[src/rtl/mmio_responder.sv]
`default_nettype none
// ============================================================================
// Module   : mmio_responder
// Purpose  : Memory-mapped peripheral responder on the CPU data port. It
//            answers reads and writes in a 32-byte window and ignores all
//            other addresses. It contains a console TX FIFO drained by a
//            valid/ready byte stream and a free-running 64-bit cycle timer.
//            The timer has an optional compare interrupt.
// Options  : `define MMIO_TIMER_CMP_EN implements MTIMECMP_LO/HI and the
//            compare interrupt. Without it, offsets 4/5 read 0, writes to
//            them are ignored, and o_timer_irq is tied low.
// Ports    : clk, rst        - clock, synchronous active-high reset
//            data_addr_r     - read address, sampled every cycle
//            data_r, o_hit_r - registered read data / window-hit flag
//            data_w_en, data_addr_w, data_w, data_len_w - write port
//            o_tx_data, o_tx_valid, i_tx_ready - console byte stream
//            o_timer_irq     - registered timer compare interrupt
// Register map (offset = addr[4:2]):
//            0 TXDATA, 1 STATUS, 2 MTIME_LO, 3 MTIME_HI,
//            4 MTIMECMP_LO, 5 MTIMECMP_HI, 6/7 reserved
// Revision : 1.0 - initial release
// ============================================================================
module mmio_responder #(
    parameter logic [31:0] BASE_ADDR = 32'h1000_0000,
    parameter int          TX_DEPTH  = 16
) (
    input  logic        clk,
    input  logic        rst,
    input  logic [31:0] data_addr_r,
    output logic [31:0] data_r,
    output logic        o_hit_r,
    input  logic        data_w_en,
    input  logic [31:0] data_addr_w,
    input  logic [31:0] data_w,
    input  logic [1:0]  data_len_w,
    output logic [7:0]  o_tx_data,
    output logic        o_tx_valid,
    input  logic        i_tx_ready,
    output logic        o_timer_irq
);

    localparam int                c_PTR_W       = $clog2(TX_DEPTH);
    localparam logic [c_PTR_W:0]  c_FULL_CNT    = (c_PTR_W + 1)'(TX_DEPTH);
    localparam logic [c_PTR_W-1:0] c_PTR_ONE    = c_PTR_W'(1);
    localparam logic [2:0]        c_OFF_TXDATA  = 3'd0;
    localparam logic [2:0]        c_OFF_STATUS  = 3'd1;
    localparam logic [2:0]        c_OFF_MTLO    = 3'd2;
    localparam logic [2:0]        c_OFF_MTHI    = 3'd3;
    localparam logic [2:0]        c_OFF_CMPLO   = 3'd4;
    localparam logic [2:0]        c_OFF_CMPHI   = 3'd5;

    // ------------------------------------------------------------------
    // Address decode
    // ------------------------------------------------------------------
    logic       w_rd_win;
    logic [2:0] w_rd_off;
    logic       w_wr_ok;
    logic [2:0] w_wr_off;
    logic       w_unused_rd_lsb;

    assign w_rd_win = (data_addr_r[31:5] == BASE_ADDR[31:5]);
    assign w_rd_off = data_addr_r[4:2];
    assign w_wr_off = data_addr_w[4:2];
    // Length code 11 is not a legal size and is treated as no write at all.
    assign w_wr_ok  = data_w_en && (data_addr_w[31:5] == BASE_ADDR[31:5])
                      && (data_len_w != 2'b11);
    // Read accesses are word-granular; the byte offset bits carry no meaning.
    assign w_unused_rd_lsb = &{1'b0, data_addr_r[1:0]};

    // ------------------------------------------------------------------
    // Lane merge: byte enables plus the write data replicated onto every
    // lane, so each byte lane just selects old or new.
    // ------------------------------------------------------------------
    logic [3:0]  w_lane_be;
    logic [31:0] w_lane_data;

    always_comb begin
        w_lane_be   = 4'b0000;
        w_lane_data = data_w;
        case (data_len_w)
            2'b00: begin
                w_lane_be   = 4'b0001 << data_addr_w[1:0];
                w_lane_data = {4{data_w[7:0]}};
            end
            2'b01: begin
                w_lane_be   = data_addr_w[1] ? 4'b1100 : 4'b0011;
                w_lane_data = {2{data_w[15:0]}};
            end
            2'b10:   w_lane_be = 4'b1111;
            default: w_lane_be = 4'b0000;
        endcase
    end

    function automatic logic [31:0] f_merge(input logic [31:0] old_val,
                                            input logic [3:0]  be,
                                            input logic [31:0] wd);
        logic [31:0] res;
        for (int i = 0; i < 4; i++) begin
            res[i*8 +: 8] = be[i] ? wd[i*8 +: 8] : old_val[i*8 +: 8];
        end
        return res;
    endfunction

    // ------------------------------------------------------------------
    // Console TX FIFO
    // ------------------------------------------------------------------
    logic [7:0]         r_fifo [TX_DEPTH];
    logic [c_PTR_W-1:0] r_rd_ptr;
    logic [c_PTR_W-1:0] r_wr_ptr;
    logic [c_PTR_W:0]   r_count;
    logic               r_overflow;
    logic               w_empty;
    logic               w_full;
    logic               w_pop;
    logic               w_push_req;
    logic               w_push;
    logic               w_ovf_set;
    logic               w_ovf_clr;

    assign w_empty    = (r_count == '0);
    assign w_full     = (r_count == c_FULL_CNT);
    assign o_tx_valid = !w_empty;
    assign o_tx_data  = w_empty ? 8'h00 : r_fifo[r_rd_ptr];
    assign w_pop      = o_tx_valid && i_tx_ready;
    assign w_push_req = w_wr_ok && (w_wr_off == c_OFF_TXDATA);
    // A pop in the same cycle frees the slot, so a push into a full FIFO
    // is accepted whenever the sink is draining.
    assign w_push     = w_push_req && (!w_full || w_pop);
    assign w_ovf_set  = w_push_req && w_full && !w_pop;
    assign w_ovf_clr  = w_wr_ok && (w_wr_off == c_OFF_STATUS) && data_w[2];

    always_ff @(posedge clk) begin
        if (w_push) begin
            r_fifo[r_wr_ptr] <= data_w[7:0];
        end
    end

    always_ff @(posedge clk) begin
        if (rst) begin
            r_rd_ptr   <= '0;
            r_wr_ptr   <= '0;
            r_count    <= '0;
            r_overflow <= 1'b0;
        end else begin
            if (w_push) begin
                r_wr_ptr <= r_wr_ptr + c_PTR_ONE;
            end
            if (w_pop) begin
                r_rd_ptr <= r_rd_ptr + c_PTR_ONE;
            end
            case ({w_push, w_pop})
                2'b10:   r_count <= r_count + 1'b1;
                2'b01:   r_count <= r_count - 1'b1;
                default: r_count <= r_count;
            endcase
            // Clear has priority over a simultaneous overflow.
            if (w_ovf_clr) begin
                r_overflow <= 1'b0;
            end else if (w_ovf_set) begin
                r_overflow <= 1'b1;
            end
        end
    end

    // ------------------------------------------------------------------
    // 64-bit timer. A write replaces the value for that cycle instead of
    // incrementing it.
    // ------------------------------------------------------------------
    logic [63:0] r_mtime;
    logic [63:0] w_mtime_next;
    logic [31:0] r_mtime_shadow;

    always_comb begin
        w_mtime_next = r_mtime + 64'd1;
        if (w_wr_ok && (w_wr_off == c_OFF_MTLO)) begin
            w_mtime_next = {r_mtime[63:32], f_merge(r_mtime[31:0], w_lane_be, w_lane_data)};
        end else if (w_wr_ok && (w_wr_off == c_OFF_MTHI)) begin
            w_mtime_next = {f_merge(r_mtime[63:32], w_lane_be, w_lane_data), r_mtime[31:0]};
        end
    end

    always_ff @(posedge clk) begin
        if (rst) begin
            r_mtime        <= 64'd0;
            r_mtime_shadow <= 32'd0;
        end else begin
            r_mtime <= w_mtime_next;
            // Reading LO latches HI so a LO-then-HI sequence is coherent.
            if (w_rd_win && (w_rd_off == c_OFF_MTLO)) begin
                r_mtime_shadow <= r_mtime[63:32];
            end
        end
    end

    // ------------------------------------------------------------------
    // Optional compare interrupt
    // ------------------------------------------------------------------
    logic        w_irq;
    logic [31:0] w_cmp_lo;
    logic [31:0] w_cmp_hi;

`ifdef MMIO_TIMER_CMP_EN
    logic [63:0] r_mtimecmp;
    logic        r_irq;

    always_ff @(posedge clk) begin
        if (rst) begin
            r_mtimecmp <= '1;
            r_irq      <= 1'b0;
        end else begin
            r_irq <= (r_mtime >= r_mtimecmp);
            if (w_wr_ok && (w_wr_off == c_OFF_CMPLO)) begin
                r_mtimecmp[31:0] <= f_merge(r_mtimecmp[31:0], w_lane_be, w_lane_data);
            end
            if (w_wr_ok && (w_wr_off == c_OFF_CMPHI)) begin
                r_mtimecmp[63:32] <= f_merge(r_mtimecmp[63:32], w_lane_be, w_lane_data);
            end
        end
    end

    assign w_irq    = r_irq;
    assign w_cmp_lo = r_mtimecmp[31:0];
    assign w_cmp_hi = r_mtimecmp[63:32];
`else
    assign w_irq    = 1'b0;
    assign w_cmp_lo = 32'd0;
    assign w_cmp_hi = 32'd0;
`endif

    assign o_timer_irq = w_irq;

    // ------------------------------------------------------------------
    // Read path: one cycle latency, all values taken pre-write.
    // ------------------------------------------------------------------
    logic [31:0] w_rd_data;
    logic [31:0] r_data_r;
    logic        r_hit_r;

    always_comb begin
        w_rd_data = 32'd0;
        case (w_rd_off)
            c_OFF_STATUS: w_rd_data = {28'd0, w_irq, r_overflow, w_full, w_empty};
            c_OFF_MTLO:   w_rd_data = r_mtime[31:0];
            c_OFF_MTHI:   w_rd_data = r_mtime_shadow;
            c_OFF_CMPLO:  w_rd_data = w_cmp_lo;
            c_OFF_CMPHI:  w_rd_data = w_cmp_hi;
            default:      w_rd_data = 32'd0;
        endcase
    end

    always_ff @(posedge clk) begin
        if (rst) begin
            r_data_r <= 32'd0;
            r_hit_r  <= 1'b0;
        end else begin
            r_hit_r  <= w_rd_win;
            r_data_r <= w_rd_win ? w_rd_data : 32'd0;
        end
    end

    assign data_r  = r_data_r;
    assign o_hit_r = r_hit_r;

endmodule
`default_nettype wire

[config.mk]
export PLATFORM = sky130hd
export DESIGN_NAME = mmio_responder
export DESIGN_NICKNAME = d
export VERILOG_FILES = /design/src/rtl/mmio_responder.sv
export SDC_FILE = /design/constraint.sdc
export NUM_CORES = 1
export LEC_CHECK = 0
export ABC_AREA = 1
export CAP_MARGIN = 10
export CORE_ASPECT_RATIO = 1.5
export CORE_MARGIN = 2
export CORE_UTILIZATION = 25
export DETAILED_ROUTE_END_ITERATION = 7
export PLACE_DENSITY_LB_ADDON = 0.15
export REMOVE_ABC_BUFFERS = 1
export SLEW_MARGIN = 40
export SYNTH_ARGS = -nofsm -noshare
export SYNTH_HDL_FRONTEND = slang
export SYNTH_SLANG_ARGS = --single-unit
[constraint.sdc]
create_clock -name clk -period 2.76 [get_ports clk]
set_input_delay 0.69 -clock clk [delete_from_list [all_inputs] [get_ports clk]]
set_output_delay 0.69 -clock clk [all_outputs]
set_load 0.05 [all_outputs]
Word level (Yosys, flattened, before mapping):

Memories as Yosys holds them, arrays and structs flattened. A register that Yosys moved wholly into a read port is not among the register bits.
Cells that the tools add are included.

* register bits: 143
* bits in writable memories: 128
* output and inout bits: 43
* memories: 1

Memory list
* r_fifo: depth 16, width 8, read ports 1, clocked after Yosys merged registers in 1, wr ports 1, line 107 `logic [7:0] r_fifo [TX_DEPTH];`

* add/sub/neg operators: 5
* eq/ne operators: 23
* shift operators: 1
* mux-type cells: 16
* bitwise logic cells: 2
* reduce and logical (&&, ||, !) cells: 30

Operators by type and width (count)
* $pmux 32 s3: 1
* $add 64x1->64 const B: 1
* $mux 64: 1
* $pmux 32 s2: 1
* $eq 27x24->1 const B: 2
* $mux 8: 5
* $mux 32: 1
* $ne 2x2->1 const B: 10
* $reduce_and 2->1: 8
* $eq 3x2->1 const B: 4
* $logic_and 1x1->1: 12
* $mux 4: 3
* $pmux 4 s3: 1
* $pmux 5 s2: 1
* $add 4x1->4 const B: 2
* $eq 3x1->1 const B: 2
* $add 5x1->5 const B: 1
* $eq 5x5->1 const B: 1
* $logic_not 5->1: 1
* $sub 5x1->5 const B: 1
* $eq 2x1->1 const B: 2
* $eq 2x2->1 const B: 2
* $reduce_or 2->1: 2
* $shl 1x2->4 const A: 1
* other kinds (7): 11

Logic depth before layout (Yosys ltp):

Gate-level depths: netlist of the first run.

* depth after elaboration: 7
* mapped depth: 20
* mapped depth without buffers: 19

Worst setup path before layout of the first run:

No wires, ideal clock.

* path kind: flip-flop to output port
* start: register r_count[0]
* end: output port o_tx_data[0]
* arrival time: 2.040 ns
* data required time: 2.070 ns
* path slack: 0.030 ns
* stages on the path, launching flop included: 7
* buffers on the path: 0
* cells stage by stage: dfxtp_1 nor2_1 nand3_1 inv_1 nand2_1 clkinv_1 a21oi_1

* cells in the longest elaborated chain, start to end: 2

RTL lines
* from (decl): line 110 `logic [c_PTR_W:0] r_count;`
* from (signal assigned): line 152 `2'b10: r_count <= r_count + 1'b1;`
* from (signal assigned): line 153 `2'b01: r_count <= r_count - 1'b1;`
* from (signal assigned): line 154 `default: r_count <= r_count;`
* $logic_not 5->1: line 120 `assign w_empty = (r_count == '0);`
* $mux 8: line 123 `assign o_tx_data = w_empty ? 8'h00 : r_fifo[r_rd_ptr];`
* to (decl): line 36 `output logic [7:0] o_tx_data,`

No other way between the ends.

==> impl_metrics.csv, run 1 <==
group,metric,value,unit
power,switching_share,31.2,%
flow_run,cap_violations,0,
setup_path,crit_fanout,7,
clock_network,cts_buffers,31,
power,max-vdd-ir-drop,525,µV
synth,synth_area_leader_cell,"edfxtp_1",
finish,final_cell_mix,"276 x nor2_1, 232 x nand2_1, 157 x buf_4, 156 x inv_1, 150 x o21ai_0",
timing,rsz0062_at_grt,"yes",
finish,final_common_cell,"nor2_1",
clock_network,ctsLongestPathBuffers,3,
timing,fin_skew,0.0306,ns
placement,pre_cts_ws,-0.272,ns
global_route,grt_overflow,0,
detailed_routing,wirelength,58400,µm
status,violations,"negative setup slack",
synth,netlist_area,13700,µm²
floorplan,std_cell_rows,105,
synth,syn_inst,1682,
setup_path,reg2reg_slack,0.27,ns
hold_path,hold_depth,2,
setup_path,crit_path_start_kind,"flip-flop",
setup_path,worstPathArrival,2.25,ns
timing,relSlewSlack,51.7,%
timing,setup_viol,8,
timing,post-route-period-util,106,%
finish,drive_gt1_share,16.0,%
global_route,grt.busiest_layer,"met2",
detailed_routing,ant_nets,0,
synth,synthArstFlopShare,0,%
timing,setup_ws,-0.178,ns
detailed_routing,detail_route.wl_per_cell,21.7,µm
power,power_frac_comb,26.2,%
global_route,met3_usage,1.90,%
timing,worst_slew_pin_slew,0.724,ns
power,pwr-share-seq,37.3,%
hold_path,worstHoldPathType,"flip-flop to flip-flop",
synth,yosysTopAreaCellShare,28.1,%
timing,finalCriticalPeriod,2.94,ns
global_route,grt.total_usage,20.2,%
detailed_routing,drt-pass1-iter-count,6,
status,status,"complete, but fails checks",
setup_path,r2r_start,"r_mtime[3]",
finish,fin_area,18600,µm²
power,power.density,634,nW/µm²
power,p_sw,0.00368,W
detailed_routing,initialDrtViolationCount,831,
floorplan,die_w,195,µm
placement,gp_congestion,0.956,
clock_network,ctsHoldBuffers,0,
global_route,met2_usage,38.4,%
power,total_power,0.0118,W
synth,synthTopCellsByArea,"edfxtp_1 28%, dfxtp_1 21%, nor2_1 7.7%",
power,leakagePower,6.62,nW
setup_path,endpoint,"o_tx_data[1]",
clock_network,cts_sinks,275,
clock_network,clkTransAtPathRegs,0.07,ns
placement,dp_hpwl,44800,µm
finish,nets,2078,
finish,fillers,5780,
setup_path,r2r_end,"r_mtime[61]",
global_route,grt_pass1_vias,13201,
setup_path,ff2ff_path_depth,9,
setup_path,required,2.07,ns
floorplan,dieHeight,291,µm
global_route,antenna_found_initial,2,
detailed_routing,vias,13104,
floorplan,initial_utilization,25.2,%
synth,syn_avg_cell_area,8.15,µm²
power,power.clock.fraction,36.5,%
floorplan,fp.dieArea,56700,µm²
power,internal-power,0.00811,W
clock_network,cts_htree_levels,1,
synth,ys_seq_elements,275,
synth,synth-edff-count,128,
synth,yosysUniqueCellTypes,53,
synth,ys_seq_area_share,49.5,%
timing,hold_viol_final,0,
detailed_routing,drc,0,
finish,area_growth,35.8,%
timing,fmax,0.340,GHz
detailed_routing,vias_per_cell,4.87,
clock_network,root_buffer,"clkbuf_16",
global_route,met1_usage,21.0,%
floorplan,io_pins,145,
setup_path,crit_path_end_kind,"primary output",
placement,place_area,17100,µm²
placement,io_buffers,141,
synth,ys.flop_type,"dfxtp_1",
global_route,grt_pass1_wl,84600,µm
timing,maxSlewViolCount,0,
timing,setup_tns,-1.18,ns
floorplan,core,54400,µm²
setup_path,worstSetupPathType,"flip-flop to primary output",
clock_network,insertion_delay,0.59,ns
clock_network,cts_tree,"yes",
global_route,grt_max_degree,47,
synth,synth_warnings,0,
[kinds of logic after synthesis]
kind of cell               synth area share [%]
and+or+nand+nor                            22.3
xor gates and xnor gates                   2.62
adders and majority gates                 0.731
other                                    0.0274
buffers and inverters                      7.13
AOI/OAI and AO/OA                          17.6
DFF                                        49.5
[state kept, by name, indices dropped and copies added, names as in the netlist, named ones only]
register and count:
r_mtime 64, o_hit_r 1, data_r 32, r_count 5, r_rd_ptr 4, r_fifo 128
r_wr_ptr 4, r_overflow 1, r_mtime_shadow 32
[per-layer routing]
| metal | up-vias | part of all wire, % |
|---|---|---|
| li1 | 6377 | - |
| met1 | 6214 | 36 |
| met2 | 357 | 53 |
| met3 | 156 | 3.8 |
| met4 | 0 | 7.1 |
| met5 | - | 0 |
[repair_timing]
item                       4_1_cts  5_1_grt
pin swaps                       10       25
gates resized for setup         42       37
cloned                           5        2
setup endpoints to repair        9        9
hold endpoints to repair         0        0
buffers inserted                 8        2
[power by group through the flow]
| stage | sequential, W | combinational [W] | clock (W) |
|---|---|---|---|
| after floorplan | 0.00451 | 0.00124 | 0 |
| after global placement | 0.00447 | 0.00254 | 0 |
| after detailed placement | 0.00447 | 0.00255 | 0 |
| after CTS | 0.00440 | 0.00298 | 0.00444 |
| after global routing | 0.00441 | 0.00331 | 0.00458 |
| final | 0.00440 | 0.00309 | 0.00430 |
[worst max-delay path, cell delays in order (launching register included)]
cell and delay, ns:
dfxtp_4 0.46, buf_12 0.18, buf_12 0.14, buf_12 0.13
nor2_1 0.05, o221ai_2 0.19, nand3_1 0.13, a21oi_2 0.19
buf_6 0.18
[through the flow]
step / cells / hold slack, ns / util, %
CTS: 2686 / 0.471 / 34.0
finish: 2689 / 0.478 / 34.2
global route: 2689 / 0.520 / 34.2
global placement: 2615 / 0.463 / 31.4
detailed placement: 2615 / 0.467 / 31.4
floorplan: 1611 / 0.440 / -
[area by class of cell]
cell class | instances | area [µm²] | share of cell area [%]
repair buffers | 324 | 3130 | 16.8
clock inverters | 20 | 236 | 1.27
flip-flops and latches | 275 | 6790 | 36.5
well taps | 695 | 870 | 4.67
inverters | 170 | 654 | 3.52
clock buffers | 38 | 802 | 4.31
diodes | 1 | 2.50 | 0.0135
multi-input cells | 1166 | 6120 | 32.9
[how the worst min path moves through the flow]
| stage | from | slack, ns | endpoint |
|---|---|---|---|
| after floorplan | r_overflow | 0.44 | r_overflow |
| after detailed placement | r_mtime[63] | 0.47 | r_mtime_shadow[31] |
| after global routing | r_mtime[63] | 0.52 | r_mtime_shadow[31] |
| after CTS | r_mtime[63] | 0.47 | r_mtime_shadow[31] |
| after global placement | r_mtime[63] | 0.46 | r_mtime_shadow[31] |
| final | r_mtime[63] | 0.48 | r_mtime_shadow[31] |
[cell usage after synthesis, types with 2 or more instances]
cell,instances
a211oi_1,2
a21oi_1,121
a221o_1,6
a221oi_1,4
a22oi_1,31
a31oi_1,9
and2_1,3
buf_1,3
buf_2,6
buf_4,4
buf_6,6
clkbuf_1,52
clkinv_1,2
dfxtp_1,147
edfxtp_1,128
ha_1,8
inv_1,158
inv_2,8
inv_4,2
nand2_1,232
nand2_2,5
nand3_1,78
nand3_2,2
nand3b_1,2
nand4_1,31
nor2_1,280
nor2_2,5
nor2_4,3
nor3_1,38
nor3_2,4
nor3b_1,2
nor4_1,13
o211ai_1,17
o21ai_0,166
o21ai_1,7
o221ai_1,24
o22ai_1,11
o22ai_2,6
o31ai_1,2
or2_2,2
xnor2_1,11
xor2_1,30
No activity file was read; power rests on OpenSTA's default activity.
==> run 2, diff against run 1 <==
--- a/config.mk
+++ b/config.mk
@@ -13,6 +13,7 @@
 export DETAILED_ROUTE_END_ITERATION = 7
 export PLACE_DENSITY_LB_ADDON = 0.15
 export REMOVE_ABC_BUFFERS = 1
+export SKIP_CTS_REPAIR_TIMING = 1
 export SLEW_MARGIN = 40
 export SYNTH_ARGS = -nofsm -noshare
 export SYNTH_HDL_FRONTEND = slang
==> run 2 against run 1 <==
The flow still finishes with violations (negative setup slack). Routed wire length increased by 0.27%. Register-to-register slack is essentially flat. Critical path depth is 2 higher. Flip-flop and latch count did not move. Sequential power about the same. Worst setup slack worse by 0.012 ns. Final cell count did not move. Global-route usage down 0.34 points. Die area stayed put. Critical endpoint is now o_tx_data[3].
==> impl_metrics.csv, run 2 (synthesized netlist as in run 1, its figures left out) <==
group,metric,value,unit
status,status,"complete, but fails checks",
status,violations,"negative setup slack",
detailed_routing,detail_route.wl_per_cell,21.8,µm
timing,relSlewSlack,51.6,%
timing,setup_ws,-0.189,ns
global_route,grt_overflow,0,
setup_path,worstPathArrival,2.26,ns
hold_path,worstHoldPathType,"flip-flop to flip-flop",
setup_path,crit_fanout,10,
finish,final_cell_mix,"279 x nor2_1, 231 x nand2_1, 158 x buf_4, 156 x inv_1, 156 x o21ai_0",
setup_path,worst-path-stages,10,
timing,rsz0062_at_grt,"yes",
floorplan,initial_utilization,25.2,%
clock_network,clkTransAtPathRegs,0.07,ns
clock_network,cts_htree_levels,1,
floorplan,dieHeight,291,µm
placement,dp_hpwl,44800,µm
finish,fillers,5787,
floorplan,std_cell_rows,105,
setup_path,worst-path-buf-inv,4,
global_route,met1_usage,20.7,%
placement,io_buffers,141,
finish,area_growth,35.5,%
detailed_routing,drc,0,
floorplan,io_pins,145,
setup_path,worstSetupPathType,"flip-flop to primary output",
power,leakagePower,6.63,nW
global_route,grt.total_usage,19.8,%
timing,post-route-period-util,107,%
setup_path,required,2.07,ns
timing,maxSlewViolCount,0,
floorplan,core,54400,µm²
hold_path,hold_depth,2,
finish,final_common_cell,"nor2_1",
detailed_routing,ant_nets,0,
timing,setup_viol,8,
global_route,grt_pass1_vias,13065,
floorplan,die_w,195,µm
clock_network,cts_tree,"yes",
detailed_routing,vias_per_cell,4.89,
finish,top_register,"r_fifo",
setup_path,slowest_delay,0.38,ns
flow_run,cap_violations,0,
global_route,grt.busiest_layer,"met2",
setup_path,path_common_cell,"nor2_1",
finish,largest_reg_flops,128,
setup_path,cp_slowest_cell,"dfxtp_4",
setup_path,path_cells,"inv_8, buf_12, nor2_1, o22ai_1, buf_4, nor2_1, nor2_1, o21ai_1, a21oi_1, buf_4",
detailed_routing,initialDrtViolationCount,832,
global_route,grt_pass1_wl,83400,µm
finish,regArea,6790,µm²
global_route,antenna_found_initial,1,
finish,multi_input_area,6060,µm²
timing,worst_slew_pin_slew,0.726,ns
setup_path,crit_path_start_kind,"flip-flop",
detailed_routing,wirelength,58600,µm
global_route,met3_usage,1.97,%
setup_path,ff2ff_path_depth,9,
finish,final_util,34.1,%
placement,gp_congestion,0.956,
power,power.density,636,nW/µm²
finish,drive_gt1_share,15.5,%
timing,fin_skew,0.0295,ns
finish,top_regs,"r_fifo: 128 flops, r_mtime: 64 flops",
global_route,met2_usage,37.5,%
global_route,grt_max_degree,47,
timing,finalCriticalPeriod,2.95,ns
floorplan,fp.dieArea,56700,µm²
clock_network,cts_sinks,275,
placement,place_area,17100,µm²
setup_path,crit_family,"buffers and inverters",
finish,nets,2078,
setup_path,crit_path_end_kind,"primary output",
clock_network,ctsLongestPathBuffers,3,
timing,fmax,0.339,GHz
timing,hold_viol_final,0,
finish,fin_area,18600,µm²
clock_network,root_buffer,"clkbuf_16",
power,max-vdd-ir-drop,525,µV
detailed_routing,vias,13141,
clock_network,insertion_delay,0.59,ns
detailed_routing,drt-pass1-iter-count,7,
clock_network,cts_buffers,31,
==> run 2: worst min-delay path, delay by kind of cell (launching register included) <==
family | cells | cell delay, ns
compound gates | 1 | 0.05
buf+inv | 1 | 0.06
flops | 1 | 0.33
==> run 2: area by class of cell <==
type,count,share of cell area [%]
sequential,275,36.6
multi-input combinational,1166,32.7
timing repair buffer,323,16.8
tap,695,4.69
clock buffer,38,4.32
inverter,170,3.55
clock inverter,20,1.27
timing repair inverter,1,0.0404
antenna,1,0.0135
==> run 2: path summary, 6_finish.rpt <==
check,end,from,slack [ns]
worst min-delay path,r_mtime_shadow[31],r_mtime[63],0.48
worst max register to register,r_mtime[61],r_mtime[3],0.27
worst min register to register,r_mtime_shadow[31],r_mtime[63],0.48
worst max-delay path,o_tx_data[3],flip-flop,-0.19
==> run 2: per-stage QoR <==
| stage | instances | power (W) | setup slack, ns | hold slack, ns | setup TNS (ns) |
|---|---|---|---|---|---|
| after floorplan | 1611 | 0.00574 | -1.92 | 0.440 | -73.61 |
| after global placement | 2615 | 0.00701 | -0.295 | 0.463 | -41.02 |
| after detailed placement | 2615 | 0.00703 | -0.272 | 0.467 | -36.56 |
| after CTS | 2673 | 0.0114 | -0.498 | 0.471 | -3.75 |
| after global routing | 2689 | 0.0123 | -0.241 | 0.520 | -1.69 |
| final | 2689 | 0.0118 | -0.189 | 0.475 | -0.918 |
==> run 2: power breakdown <==
| part | internal [W] | switching (W) |
|---|---|---|
| Clock | 0.00253 | 0.00177 |
| Sequential | 0.00432 | 0.0000761 |
| Combinational | 0.00126 | 0.00184 |
| Total | 0.00811 | 0.00369 |
==> run 2: layer usage <==
metal / wire (µm) / vias up
li1: - / 6375
met3: 2040 / 152
met1: 21400 / 6262
met4: 4170 / 0
met2: 30900 / 352
met5: 0 / -
==> run 3, diff against run 2 <==
--- a/config.mk
+++ b/config.mk
@@ -11,9 +11,7 @@
 export CORE_MARGIN = 2
 export CORE_UTILIZATION = 25
 export DETAILED_ROUTE_END_ITERATION = 7
-export PLACE_DENSITY_LB_ADDON = 0.15
 export REMOVE_ABC_BUFFERS = 1
-export SKIP_CTS_REPAIR_TIMING = 1
 export SLEW_MARGIN = 40
 export SYNTH_ARGS = -nofsm -noshare
 export SYNTH_HDL_FRONTEND = slang
==> run 3 against run 2 <==
The flow still finishes with violations (negative setup slack). Worst setup slack better by 0.071 ns. Sequential share of layout area down 0.16 points. Final cell count down 0.26%. Routed wire length down 4.1%. Core utilization up 0.15 points. Total power down 0.65%. Non-clock buffer count down 2. Clock-buffer cell count up 5. Register-to-register slack better by 0.02 ns. Cell area up 0.45%.
==> impl_metrics.csv, run 3 (synthesized netlist as in run 1, its figures left out) <==
group,metric,value,unit
clock_network,cts_buffers,29,
power,power_frac_comb,26.5,%
floorplan,io_pins,145,
floorplan,initial_utilization,25.2,%
floorplan,die_w,195,µm
detailed_routing,detail_route.wl_per_cell,20.9,µm
setup_path,crit_family,"compound AO/OA/AOI/OAI gates",
floorplan,std_cell_rows,105,
power,max-vdd-ir-drop,476,µV
power,power.clock.fraction,36.0,%
setup_path,slowest_delay,0.41,ns
floorplan,fp.dieArea,56700,µm²
setup_path,worstPathArrival,2.19,ns
global_route,grt_pass1_wl,81700,µm
clock_network,cts_tree,"yes",
timing,worst_slew_pin_slew,0.633,ns
clock_network,root_buffer,"clkbuf_16",
detailed_routing,drt-pass1-iter-count,6,
power,p_sw,0.00371,W
setup_path,worst-path-buf-inv,3,
finish,final_common_cell,"nor2_1",
clock_network,insertion_delay,0.61,ns
setup_path,path_common_cell,"buf_6",
placement,place_area,17000,µm²
timing,setup_viol,8,
setup_path,cp_slowest_cell,"dfxtp_4",
finish,final_cell_mix,"279 x nor2_1, 232 x nand2_1, 155 x inv_1, 154 x buf_4, 145 x dfxtp_1",
timing,finalCriticalPeriod,2.88,ns
clock_network,ctsLongestPathBuffers,3,
global_route,grt_overflow,0,
placement,io_buffers,141,
timing,rsz0062_at_grt,"yes",
placement,pre_cts_ws,-0.266,ns
setup_path,path_cells,"buf_6, buf_6, o21ai_2, o22ai_2, nor2_1, nor2_1, o21ai_2, a21oi_2, buf_6",
setup_path,crit_path_end_kind,"primary output",
setup_path,crit_path_start_kind,"flip-flop",
timing,fmax,0.347,GHz
setup_path,worstSetupPathType,"flip-flop to primary output",
timing,maxSlewViolCount,0,
detailed_routing,vias,13423,
timing,post-route-period-util,104,%
timing,fin_skew,0.0279,ns
timing,relSlewSlack,57.5,%
finish,nets,2073,
finish,drive_gt1_share,17.1,%
clock_network,clkTransAtPathRegs,0.07,ns
timing,setup_ws,-0.118,ns
power,leakagePower,6.66,nW
global_route,grt_max_degree,55,
power,power.density,629,nW/µm²
floorplan,core,54400,µm²
clock_network,cts_sinks,275,
detailed_routing,wirelength,56100,µm
finish,largest_reg_flops,128,
finish,final_util,34.3,%
global_route,grt_pass1_vias,13419,
placement,dp_hpwl,42600,µm
power,switching_share,31.7,%
detailed_routing,ant_nets,0,
finish,top_register,"r_fifo",
detailed_routing,initialDrtViolationCount,1088,
clock_network,cts_htree_levels,1,
placement,gp_congestion,0.984,
finish,fin_area,18600,µm²
floorplan,dieHeight,291,µm
status,status,"complete, but fails checks",
setup_path,crit_fanout,5,
global_route,antenna_found_initial,1,
setup_path,required,2.07,ns
hold_path,worstHoldPathType,"flip-flop to flip-flop",
power,total_power,0.0117,W
power,pwr-share-seq,37.5,%
detailed_routing,drc,0,
finish,area_growth,36.1,%
timing,hold_viol_final,0,
status,violations,"negative setup slack",
flow_run,cap_violations,0,
finish,top_regs,"r_fifo: 128 flops, r_mtime: 64 flops",
detailed_routing,vias_per_cell,5.00,
power,internal-power,0.00801,W
global_route,grt.total_usage,19.1,%
## run 3: cell types whose count changed in the layout (fill, tap and decap cells not counted), sizes merged
cell	previous run	this run
clkinvlp	6	4
clkbuf	43	45
bufinv	5	2
dlymetal6s2s	1	0
buf	185	186
clkinv	9	4
dlygate4sd2	0	1
## run 3: worst paths after layout
kind,end,cells past startpoint,slack [ns],startpoint
max,o_tx_data[3],9,-0.12,flip-flop
min,r_mtime_shadow[31],2,0.49,r_mtime[63]
max reg2reg,r_mtime[55],7,0.29,r_mtime[37]
min reg2reg,r_mtime_shadow[31],2,0.49,r_mtime[63]
## run 3: final cells by class
class                   count  area (µm²)
flip-flops and latches    275        6790
diodes                      1        2.50
clock inverters            11         140
fillers                  5713       35700
multi-input cells        1166        6210
inverters                 170         657
repair buffers            321        3090
well taps                 695         870
clock buffers              43         881
## run 3: layer usage
metal | vias to the layer above | global-route usage, % | part of all wire, %
met5 | - | 0 | 0
met4 | 0 | 9.81 | 5.8
met3 | 135 | 2.05 | 4.3
met2 | 471 | 37.1 | 54
met1 | 6464 | 20.0 | 36
li1 | 6353 | - | -
## run 3: worst register-to-register path: stages, from the launching register on
cell and delay, ns:
dfxtp_1 0.41, inv_1 0.19, nor3_1 0.58, nand2_1 0.23, nor4_2 0.58, nand3b_1 0.15
a21oi_1 0.15, nor2_1 0.06
## run 3: through the flow
stage | instances | setup TNS (ns) | hold WS, ns
after global placement | 2607 | -31.98 | 0.471
after CTS | 2672 | -1.13 | 0.487
after global routing | 2682 | -1.34 | 0.518
after detailed placement | 2607 | -34.92 | 0.477
final | 2682 | -0.796 | 0.491
after floorplan | 1611 | -73.61 | 0.440
## run 3: timing repair
action	4_1_cts	5_1_grt
hold buffers	0	0
cloned	4	2
pin swaps	19	40
buffers inserted	7	7
gates resized for setup	59	56
setup endpoints to repair	9	8
## run 3: power groups by stage
stage          combinational [W]  sequential, W  clock [W]
2_1_floorplan            0.00124        0.00451          0
3_5_place_dp             0.00237        0.00448          0
6_report                 0.00311        0.00439    0.00422
4_1_cts                  0.00285        0.00439    0.00428
3_3_place_gp             0.00234        0.00447          0
5_1_grt                  0.00330        0.00440    0.00444
